--- src/rtl/button_gesture.sv ---
// Groups debounced short/long press pulses into click/long gestures behind a one-entry valid/ready event buffer.
// Optional combined click+long gesture (code 3) enabled by defining BUTTON_GESTURE_COMBO_EN.
module button_gesture #(
    parameter int unsigned GAP_CYCLES = 3072,
    parameter int unsigned MAX_CLICKS = 3,
    parameter int unsigned CNT_W      = 12
) (
    input  logic       clk,
    input  logic       rst,
    input  logic       press_short,
    input  logic       press_long,
    output logic       ev_valid,
    output logic [2:0] ev_code,
    output logic [2:0] ev_count,
    input  logic       ev_ready,
    output logic       overflow,
    output logic       busy
);

    typedef enum logic {
        IDLE,
        COUNTING
    } state_t;

    localparam logic [2:0]       CODE_CLICK      = 3'd1;
    localparam logic [2:0]       CODE_LONG       = 3'd2;
`ifdef BUTTON_GESTURE_COMBO_EN
    localparam logic [2:0]       CODE_CLICK_LONG = 3'd3;
`endif
    localparam logic [2:0]       MAX_CNT         = 3'(MAX_CLICKS);
    localparam logic [CNT_W-1:0] TIMER_LAST      = CNT_W'(GAP_CYCLES - 1);

    state_t           state, state_nx;
    logic [2:0]       cnt, cnt_nx;
    logic [CNT_W-1:0] timer, timer_nx;
    logic             emit;
    logic [2:0]       emit_code;
    logic [2:0]       emit_count;

    // Gesture state, click count and gap timer
    always_ff @(posedge clk) begin
        if (rst) begin
            state <= IDLE;
            cnt   <= 3'd0;
            timer <= '0;
            busy  <= 1'b0;
        end else begin
            state <= state_nx;
            cnt   <= cnt_nx;
            timer <= timer_nx;
            busy  <= (state_nx == COUNTING);
        end
    end

    // Classification; press_long beats press_short, press_short beats timeout
    always_comb begin
        state_nx   = state;
        cnt_nx     = cnt;
        timer_nx   = timer;
        emit       = 1'b0;
        emit_code  = 3'd0;
        emit_count = 3'd0;
        case (state)
            IDLE: begin
                if (press_long) begin
                    emit      = 1'b1;
                    emit_code = CODE_LONG;
                end else if (press_short) begin
                    cnt_nx   = 3'd1;
                    timer_nx = '0;
                    state_nx = COUNTING;
                end
            end
            COUNTING: begin
                if (press_long) begin
                    emit       = 1'b1;
`ifdef BUTTON_GESTURE_COMBO_EN
                    emit_code  = CODE_CLICK_LONG;
                    emit_count = cnt;
`else
                    emit_code  = CODE_LONG;
`endif
                    cnt_nx     = 3'd0;
                    timer_nx   = '0;
                    state_nx   = IDLE;
                end else if (press_short) begin
                    if (cnt + 3'd1 == MAX_CNT) begin
                        emit       = 1'b1;
                        emit_code  = CODE_CLICK;
                        emit_count = MAX_CNT;
                        cnt_nx     = 3'd0;
                        state_nx   = IDLE;
                    end else begin
                        cnt_nx = cnt + 3'd1;
                    end
                    timer_nx = '0;
                end else if (timer == TIMER_LAST) begin
                    emit       = 1'b1;
                    emit_code  = CODE_CLICK;
                    emit_count = cnt;
                    cnt_nx     = 3'd0;
                    timer_nx   = '0;
                    state_nx   = IDLE;
                end else begin
                    timer_nx = timer + CNT_W'(1);
                end
            end
            default: begin
                state_nx = IDLE;
                cnt_nx   = 3'd0;
                timer_nx = '0;
            end
        endcase
    end

    // One-entry event buffer; a full buffer drops new events and flags overflow
    always_ff @(posedge clk) begin
        if (rst) begin
            ev_valid <= 1'b0;
            ev_code  <= 3'd0;
            ev_count <= 3'd0;
            overflow <= 1'b0;
        end else if (emit) begin
            if (!ev_valid || ev_ready) begin
                ev_valid <= 1'b1;
                ev_code  <= emit_code;
                ev_count <= emit_count;
            end else begin
                overflow <= 1'b1;
            end
        end else if (ev_valid && ev_ready) begin
            ev_valid <= 1'b0;
            ev_code  <= 3'd0;
            ev_count <= 3'd0;
        end
    end

endmodule

--- config.mk ---
export PLATFORM = sky130hd
export DESIGN_NAME = button_gesture
export DESIGN_NICKNAME = d
export VERILOG_FILES = /design/src/rtl/button_gesture.sv
export SDC_FILE = /design/constraint.sdc
export NUM_CORES = 1
export LEC_CHECK = 0
export ABC_AREA = 1
export CORE_MARGIN = 2
export CORE_UTILIZATION = 52
export CTS_CLUSTER_DIAMETER = 40
export CTS_CLUSTER_SIZE = 14
export DETAILED_ROUTE_END_ITERATION = 12
export PLACE_DENSITY = 0.75
export SYNTH_ARGS = -nofsm -noshare
export SYNTH_HDL_FRONTEND = slang
export SYNTH_SLANG_ARGS = --single-unit
export TNS_END_PERCENT = 5
--- constraint.sdc ---
create_clock -name clk -period 1.6 [get_ports clk]
set_input_delay 0.32 -clock clk [delete_from_list [all_inputs] [get_ports clk]]
set_output_delay 0.32 -clock clk [all_outputs]
set_load 0.05 [all_outputs]
* After elaboration in Yosys (flattened, before gate mapping)
Index checks and enable logic that the tools add are counted.
** Storage, ports and cells
- Flip-flop bits (word level) :: 24
- Output and inout bits :: 9
- Logic and storage cells :: 70
** Operators by class
- Add/subtract/negate cells :: 2
- Equal/unequal tests :: 6
- Muxes and demuxes :: 45
- Bitwise gates (word level) :: 2
- Reductions and logical operators :: 8
** Operators with widths (number)
- $mux 12 :: 5
- $mux 3 :: 17
- $pmux 12 s2 :: 1
- $mux 1 :: 16
- $add 12x1->12 const B :: 1
- $eq 12x12->1 const B :: 1
- $pmux 3 s2 :: 2
- $reduce_and 2->1 :: 3
- $mux 2 :: 2
- $ne 2x2->1 const B :: 2
- $ne 4x3->1 const B :: 1
- $pmux 1 s2 :: 2
- $add 3x1->3 const B :: 1
- $eq 3x2->1 const B :: 1
- $reduce_and 3->1 :: 1
- $ne 2x1->1 const B :: 1
- $not 1->1 :: 2
- $reduce_bool 2->1 :: 1
- $logic_and 1x1->1 :: 1
- $logic_not 1->1 :: 1
- $logic_or 1x1->1 :: 1

* Logic depth before layout (Yosys ltp)
Gate-level depths: netlist of the first run.
- Word-level depth :: 8
- Depth in mapped cells :: 11

* Worst setup path before layout of the first run
Ideal clock, no wire load.
- Kind :: register -> register
- From :: register state
- To :: register timer[9]
- Library setup time :: 0.115 ns
- Data arrival time :: 1.487 ns
- Required time :: 1.485 ns
- Setup slack :: -0.001 ns
- Cell stages (with the launch flop) :: 8
- Buffers on the path :: 0
- Cell sequence :: dfxtp_1 -> inv_2 -> nand2_4 -> nand2_4 -> nor3_2 -> nand4_1 -> xor2_1 -> nor2_2
** Between the ends
- Word-level cells in the longest chain between the ends :: 3
- Elaborated cells between the ends (all ways) :: 5
** RTL lines
- start, declared :: RTL line 33 : state_t state, state_nx;
- start signal, assigned :: RTL line 48 : state <= state_nx;
- $not 1->1
- $ne 2x2->1 (no line)
- $reduce_and 2->1 (no line)
- end signal, assigned :: RTL line 50 : timer <= timer_nx;
- end, declared :: RTL line 35 : logic [CNT_W-1:0] timer, timer_nx;
Parallel ways exist; a longest one is shown, timed or not.
A chain may end at the register's enable or synchronous reset.

* Worst setup path in the final report of the first run
- From :: register timer[2]
- To :: register cnt[0]
** Between the ends
- Word-level cells in the longest chain between the ends :: 3
** RTL lines
- $eq 12x12->1 :: RTL line 97 : end else if (timer == TIMER_LAST) begin
- $ne 4x3->1 (no line)
- $reduce_and 3->1 (no line)
- end signal, assigned :: RTL line 49 : cnt <= cnt_nx;
- end, declared :: RTL line 34 : logic [2:0] cnt, cnt_nx;
No other way between the ends.

==> results by group, run 1 <==
Timing
  • Endpoints failing setup: 1
  • Tcrit/Tclk final: 1.01
  • Fmax: 0.620 GHz
  • Count of pins over their slew limit: 0
  • Setup Skew: 8.80 ps
  • Setup WS post-layout: -13.9 ps
  • Minimum clock period after layout: 1610 ps
  • Hold Vio Cnt, Final: 0

Layout
  • Area grow syn2layout: 28.2%
  • Multi-input logic area: 733 um2
  • N_diodes: 0
  • Layout net count: 205
  • Layout filler cell count: 178
  • FF/Latch Area: 473 um2
  • Layout cells sized above 1: 0.383
  • Final Util: 0.715

Clock network
  • Cts bufs inserted: 3
  • CTS max path bufs: 2
  • CTS tree: built
  • Root buffer cell: clkbuf_4
  • Clock slew at reported path FFs: 120 ps
  • Worst-skew pair later-pin latency: 310 ps
  • CTS H-tree lvls: 1
  • Post-CTS Hold Fix Bufs: 0
  • # clock sinks: 23

Synth
  • Number of synthesized flops with an enable pin: 0
  • Mapped Cells: 164
  • Yosys top cell area share: 0.369
  • Main synth FF type: dfxtp_1
  • Synth Register Bits: 23
  • Distinct cells, synth: 30
  • Post-synthesis instance area: 1250 um2
  • Synthesized Nets: 172
  • Seq/Total Area, Yosys: 0.369
  • Synth top area cells: dfxtp_1, nand2_1, nor2_1
  • Async SR Flop Fraction: 0
  • Ys Warns: 0
  • Largest area contributor in the netlist: dfxtp_1
  • Syn_area_per_cell: 7.60 um2

Detailed routing
  • Via count: 1169
  • Post-DRT Antenna Nets: 0
  • Wire per inst: 12.6 um
  • First drt pass iteration count: 4
  • DRT Wirelength: 2830 um
  • 1st-iter DRT viols: 32
  • Via density: 5.22
  • DRC: 0

Floorplanning
  • Die X: 53.0 um
  • Die Y-Extent: 53.0 um
  • Core Box Area: 2230 um2
  • Row count: 17
  • Ports: 14
  • Initial core utilization: 0.558
  • Die ar.: 2800 um2

Run status
  • Outcome: finished, violations left
  • Failing checks: setup timing

Power and ir drop
  • Power per cell area: 687 nW/um2
  • Static leakage: 0.644 nW
  • Total Power: 0.00110 W
  • Maximum VDD drop: 0.594 mV

Worst setup path
  • Worst setup EP type: flop
  • CP Data Required Time: 1800 ps
  • FF-to-FF End: cnt[0]
  • Critical Path AT: 1820 ps
  • Critical path origin: timer[2]
  • R2R Path Start: timer[2]
  • Critical path peak fanout: 4
  • Worst R2R Setup Slack: -10 ps
  • Crit path kind: reg2reg
  • Critical path startpoint category: flop
  • Worst reg2reg path depth: 8

GRT
  • First-pass GRT wire length: 4440 um
  • Initial antenna violation count: 0
  • Largest net degree at the start of global routing: 13
  • Grt total ovfl: 0
  • Vias in the first global route: 1060
  • Gr usage total: 0.214

Min path
  • Min-delay src: ev_code[1]
  • Hold path endpoint: ev_code[1]
  • WHS Path Cells: 2
  • HP Class: reg2reg

Place
  • GP Congestion: 0.844
  • Port bufs: 12
  • Post-detail-place hpwl: 2080 um

Run
  • Max Cap Viol: 0
state kept, by name, indices dropped and copies added, names as in the netlist:
name      flops
ev_count      3
state         1
cnt           3
ev_code       2
overflow      1
timer        12
ev_valid      1
cells by family (layout without fill, tap and decap cells):
group,Yosys count,in the layout,synth area share
simple gates,89,89,0.394
flops,23,23,0.369
buf+inv,23,55,0.0783
compound gates,19,19,0.0833
xor+xnor,6,6,0.0422
fa+ha+maj,3,3,0.0301
other cells,1,1,0.00301
cells in the final DEF (no fill, tap or decap), types with 3 or more instances in the layout:
cell              n
buf_4            26
dfxtp_1          15
clkbuf_4          3
clkdlybuf4s50_1   4
nor3_1            3
nor3_2            4
nand2_1          22
xnor2_1           3
xor2_1            3
nand4_1           8
dfxtp_2           7
nor2_1           18
nand3_1           9
nor2_2            5
inv_2             6
nand2_2           8
o21ai_0           3
nand2_4           4
inv_1            14
a21oi_1          12
cell type report:
cell class                      count  share of cell area
Clock buffer                        4              0.0164
Timing Repair Buffer               31               0.160
Multi-Input combinational cell    118               0.459
Sequential cell                    23               0.296
Inverter                           20              0.0470
Tap cell                           28              0.0219
worst max path at each step:
stage	to	cells after the start
4_1_cts	cnt[0]	9
3_5_place_dp	timer[9]	8
5_1_grt	ev_count[0]	9
3_3_place_gp	timer[5]	6
2_1_floorplan	timer[11]	9
6_report	cnt[0]	8
layer usage:
layer / wire (um) / vias up / GRT usage / share of wire
met5: 0 / - / 0 / 0
met4: 42 / 0 / 0.0983 / 0.015
met3: 128 / 6 / 0.0395 / 0.045
met2: 1420 / 33 / 0.358 / 0.50
met1: 1240 / 533 / 0.263 / 0.44
li1: - / 597 / - / -
stage by stage:
stage	setup TNS (ps)	setup WS (ps)	hold WS [ps]	cell area, um2	cells
final	-13.9	-13.9	474	1600	224
after global routing	-134	-74.0	502	1600	224
after CTS	0	16.0	474	1530	223
after detailed placement	-457	-117	457	1510	219
after global placement	-260	-77.1	452	1510	219
after floorplan	0	186	465	1250	164
critical path: stages (launching register included):
cell and delay (ps):
dfxtp_1 420, nand2_1 110, nor2_2 180, nand3_2 160, nand4_1 190, nand2_2 100, buf_4 160, o21ai_0 130
a21oi_1 60
cells in the mapped netlist, drive strengths merged, types with 2 or more instances:
cell   number
xnor2       3
nand3      13
or2         2
a21oi      13
o21ai       4
nor2       24
inv        20
xor2        3
nand4       8
ha          3
nand2      34
nor3        7
buf         3
dfxtp      23
repair_timing:
action,CTS,global route
hold endpoints to repair,0,0
buffers inserted,0,1
resized for setup,0,18
setup endpoints to repair,0,20
power by group:
part           switching (W)  internal, W  leakage (nW)  total (W)
clock               0.000166    0.0000974        0.0150   0.000263
sequential         0.0000158     0.000591         0.191   0.000607
combinational       0.000144    0.0000841         0.438   0.000228
(Power assumes the default switching activity.)
==> inputs of run 2 (changes only) <==
Settings changed: CORE_ASPECT_RATIO from default to 0.8, CORE_UTILIZATION 52 to 30, PLACE_DENSITY 0.75 to default.
Clock period 1.6 ns to 2 ns, I/O delays scaled along.
==> results by group, run 2 (synthesis gave the netlist of run 1 again) <==
GRT
  • Gr usage total: 0.122 (was 0.214)
  • First-pass GRT wire length: 4420 um (was 4440 um)
  • Initial antenna violation count: 0 (unchanged)
  • Vias in the first global route: 975 (was 1060)
  • Grt total ovfl: 0 (unchanged)
  • Largest net degree at the start of global routing: 14 (was 13)

Min path
  • Hold path endpoint: ev_count[2] (was ev_code[1])
  • WHS Path Cells: 2 (unchanged)
  • Min-delay src: ev_count[2] (was ev_code[1])
  • HP Class: reg2reg (unchanged)

Timing
  • Slew headroom: 0.666
  • Setup Skew: 7.72 ps (was 8.80 ps)
  • Tcrit/Tclk final: 0.910
  • Fmax: 0.549 GHz
  • TNS Setup: 0 ps (was -13.9 ps)
  • RSZ-0062 raised after global routing: no
  • Minimum clock period after layout: 1820 ps
  • Hold slack: 465 ps (was 474 ps)
  • Hold Vio Cnt, Final: 0 (unchanged)
  • Count of pins over their slew limit: 0 (unchanged)
  • Worst-Margin Slew: 499 ps
  • Endpoints failing setup: 0 (was 1)

Layout
  • Most common cell after layout, fill and taps aside: nand2_1 (was buf_4)
  • Finished Cell Area: 1520 um2 (was 1600 um2)
  • Area grow syn2layout: 22.1% (was 28.2%)
  • Layout cells sized above 1: 0.239 (was 0.383)
  • Most frequent cells in the layout: nand2_1, dfxtp_1, nor2_1, inv_1, a21oi_1 (was buf_4, nand2_1, nor2_1, dfxtp_1, inv_1)
  • Final Util: 0.390 (was 0.715)
  • FF/Latch Area: 460 um2 (was 473 um2)
  • Most flops, register: timer (unchanged)
  • Multi-input logic area: 688 um2 (was 733 um2)
  • N_diodes: 0 (unchanged)
  • Layout net count: 193 (was 205)
  • Layout filler cell count: 424 (was 178)
  • Top Registers: timer: 12 flops, cnt: 3 flops, ev_count: 3 flops (unchanged)
  • Max reg flops: 12 (unchanged)

Detailed routing
  • DRT Wirelength: 2550 um (was 2830 um)
  • Via count: 1100 (was 1169)
  • Wire per inst: 10.7 um (was 12.6 um)
  • Met2 routed WL: 932 um (was 1420 um)
  • Post-DRT Antenna Nets: 0 (unchanged)
  • WL met3: 174 um (was 128 um)
  • 1st-iter DRT viols: 52 (was 32)
  • Metal-1 WL: 1410 um (was 1240 um)
  • DRC: 0 (unchanged)
  • First drt pass iteration count: 4 (unchanged)
  • Highest Signal Layer: met4 (unchanged)
  • Via density: 4.60 (was 5.22)

Worst setup path
  • Crit path kind: reg2out (was reg2reg)
  • Worst reg2reg path depth: 9 (was 8)
  • Slowest library cell on the worst path: clkdlybuf4s50_1 (was dfxtp_1)
  • Critical path peak fanout: 2 (was 4)
  • Critical Path AT: 1420 ps (was 1820 ps)
  • Critical path startpoint category: flop (unchanged)
  • FF-to-FF End: timer[3] (was cnt[0])
  • CP Data Required Time: 1600 ps (was 1800 ps)
  • Worst R2R Setup Slack: 330 ps (was -10 ps)
  • CP bufs+invs: 1 (unchanged)
  • CP delay by family, top: buffers and inverters (was simple AND/OR/NAND/NOR gates)
  • R2R Path Start: timer[0] (was timer[2])
  • Worst path max stage delay: 810 ps (was 420 ps)
  • Worst setup EP type: primary output (was flop)
  • Crit path cell chain: clkdlybuf4s50_1 (was nand2_1 > nor2_2 > nand3_2 > nand4_1 > nand2_2 > buf_4 > o21ai_0 > a21oi_1)

Run
  • Max Cap Viol: 0 (unchanged)

Run status
  • Outcome: completed (was finished, violations left)

Floorplanning
  • Die Y-Extent: 61.6 um (was 53.0 um)
  • Core Box Area: 3900 um2 (was 2230 um2)
  • Ports: 14 (unchanged)
  • Row count: 20 (was 17)
  • Die ar.: 4690 um2 (was 2800 um2)
  • Die X: 76.1 um (was 53.0 um)
  • Initial core utilization: 0.319 (was 0.558)

Clock network
  • CTS tree: built (unchanged)
  • Post-CTS Hold Fix Bufs: 0 (unchanged)
  • Post-CTS Setup Inserts: 0 (unchanged)
  • CTS H-tree lvls: 1 (unchanged)
  • Root buffer cell: clkbuf_8 (was clkbuf_4)
  • Cts bufs inserted: 3 (unchanged)
  • Clock slew at reported path FFs: 90 ps (was 120 ps)
  • Worst-skew pair later-pin latency: 270 ps (was 310 ps)
  • # clock sinks: 23 (unchanged)
  • Post-CTS sizing: 0 (unchanged)
  • CTS max path bufs: 2 (unchanged)

Power and ir drop
  • Clock power share: 0.308 (was 0.240)
  • Combinational Power Share: 0.181 (was 0.207)
  • Reg power frac: 0.510 (was 0.553)
  • Power per cell area: 621 nW/um2 (was 687 nW/um2)
  • Sw Ratio: 0.288 (was 0.296)
  • Sw power: 0.000272 W (was 0.000325 W)
  • Cell Int Power: 0.000673 W (was 0.000773 W)
  • Static leakage: 0.578 nW (was 0.644 nW)
  • Maximum VDD drop: 0.295 mV (was 0.594 mV)
  • Total Power: 0.000944 W (was 0.00110 W)

Place
  • GP Congestion: 0.833 (was 0.844)
  • Port bufs: 12 (unchanged)
  • Dpl cell area: 1480 um2 (was 1510 um2)
  • Post-detail-place hpwl: 1970 um (was 2080 um)
## run 2: stage by stage
step	std cells	worst slack, ps
after CTS	239	168
after global routing	239	128
after global placement	235	208
after detailed placement	235	177
after floorplan	164	399
final	239	179
## run 2: how the worst max path moves through the flow
| stage | start | endpoint | slack (ps) | cells after the start |
|---|---|---|---|---|
| after floorplan | state | timer[9] | 400 | 7 |
| after global placement | press_long | timer[9] | 210 | 9 |
| after detailed placement | press_long | timer[9] | 180 | 9 |
| after CTS | overflow | overflow | 170 | 1 |
| after global routing | timer[0] | cnt[0] | 130 | 9 |
| final | overflow | overflow | 180 | 1 |
## run 2: per-layer routing
metal / track usage / vias to the layer above
li1: - / 569
met1: 0.172 / 493
met2: 0.173 / 34
met3: 0.0367 / 4
met4: 0.0519 / 0
met5: 0 / -
## run 2: power groups by stage
stage | registers (W) | clock network (W) | logic, W
final | 0.000482 | 0.000291 | 0.000171
after global routing | 0.000484 | 0.000321 | 0.000188
after CTS | 0.000482 | 0.000302 | 0.000172
after detailed placement | 0.000493 | 0 | 0.000171
after global placement | 0.000493 | 0 | 0.000170
after floorplan | 0.000521 | 0 | 0.0000848
## run 2: layout make-up
class                      instances  area share
inverter                          20      0.0493
timing repair buffer              19       0.120
multi-input combinational        118       0.452
tap                               55      0.0452
clock buffer                       3      0.0271
clock inverter                     1     0.00329
sequential                        23       0.303
## run 2: tightest hold or removal path: cells and delay by family, from the launching register on
kind | cells | cell delay (ps)
compound gates | 1 | 50
flops | 1 | 320
simple gates | 1 | 60
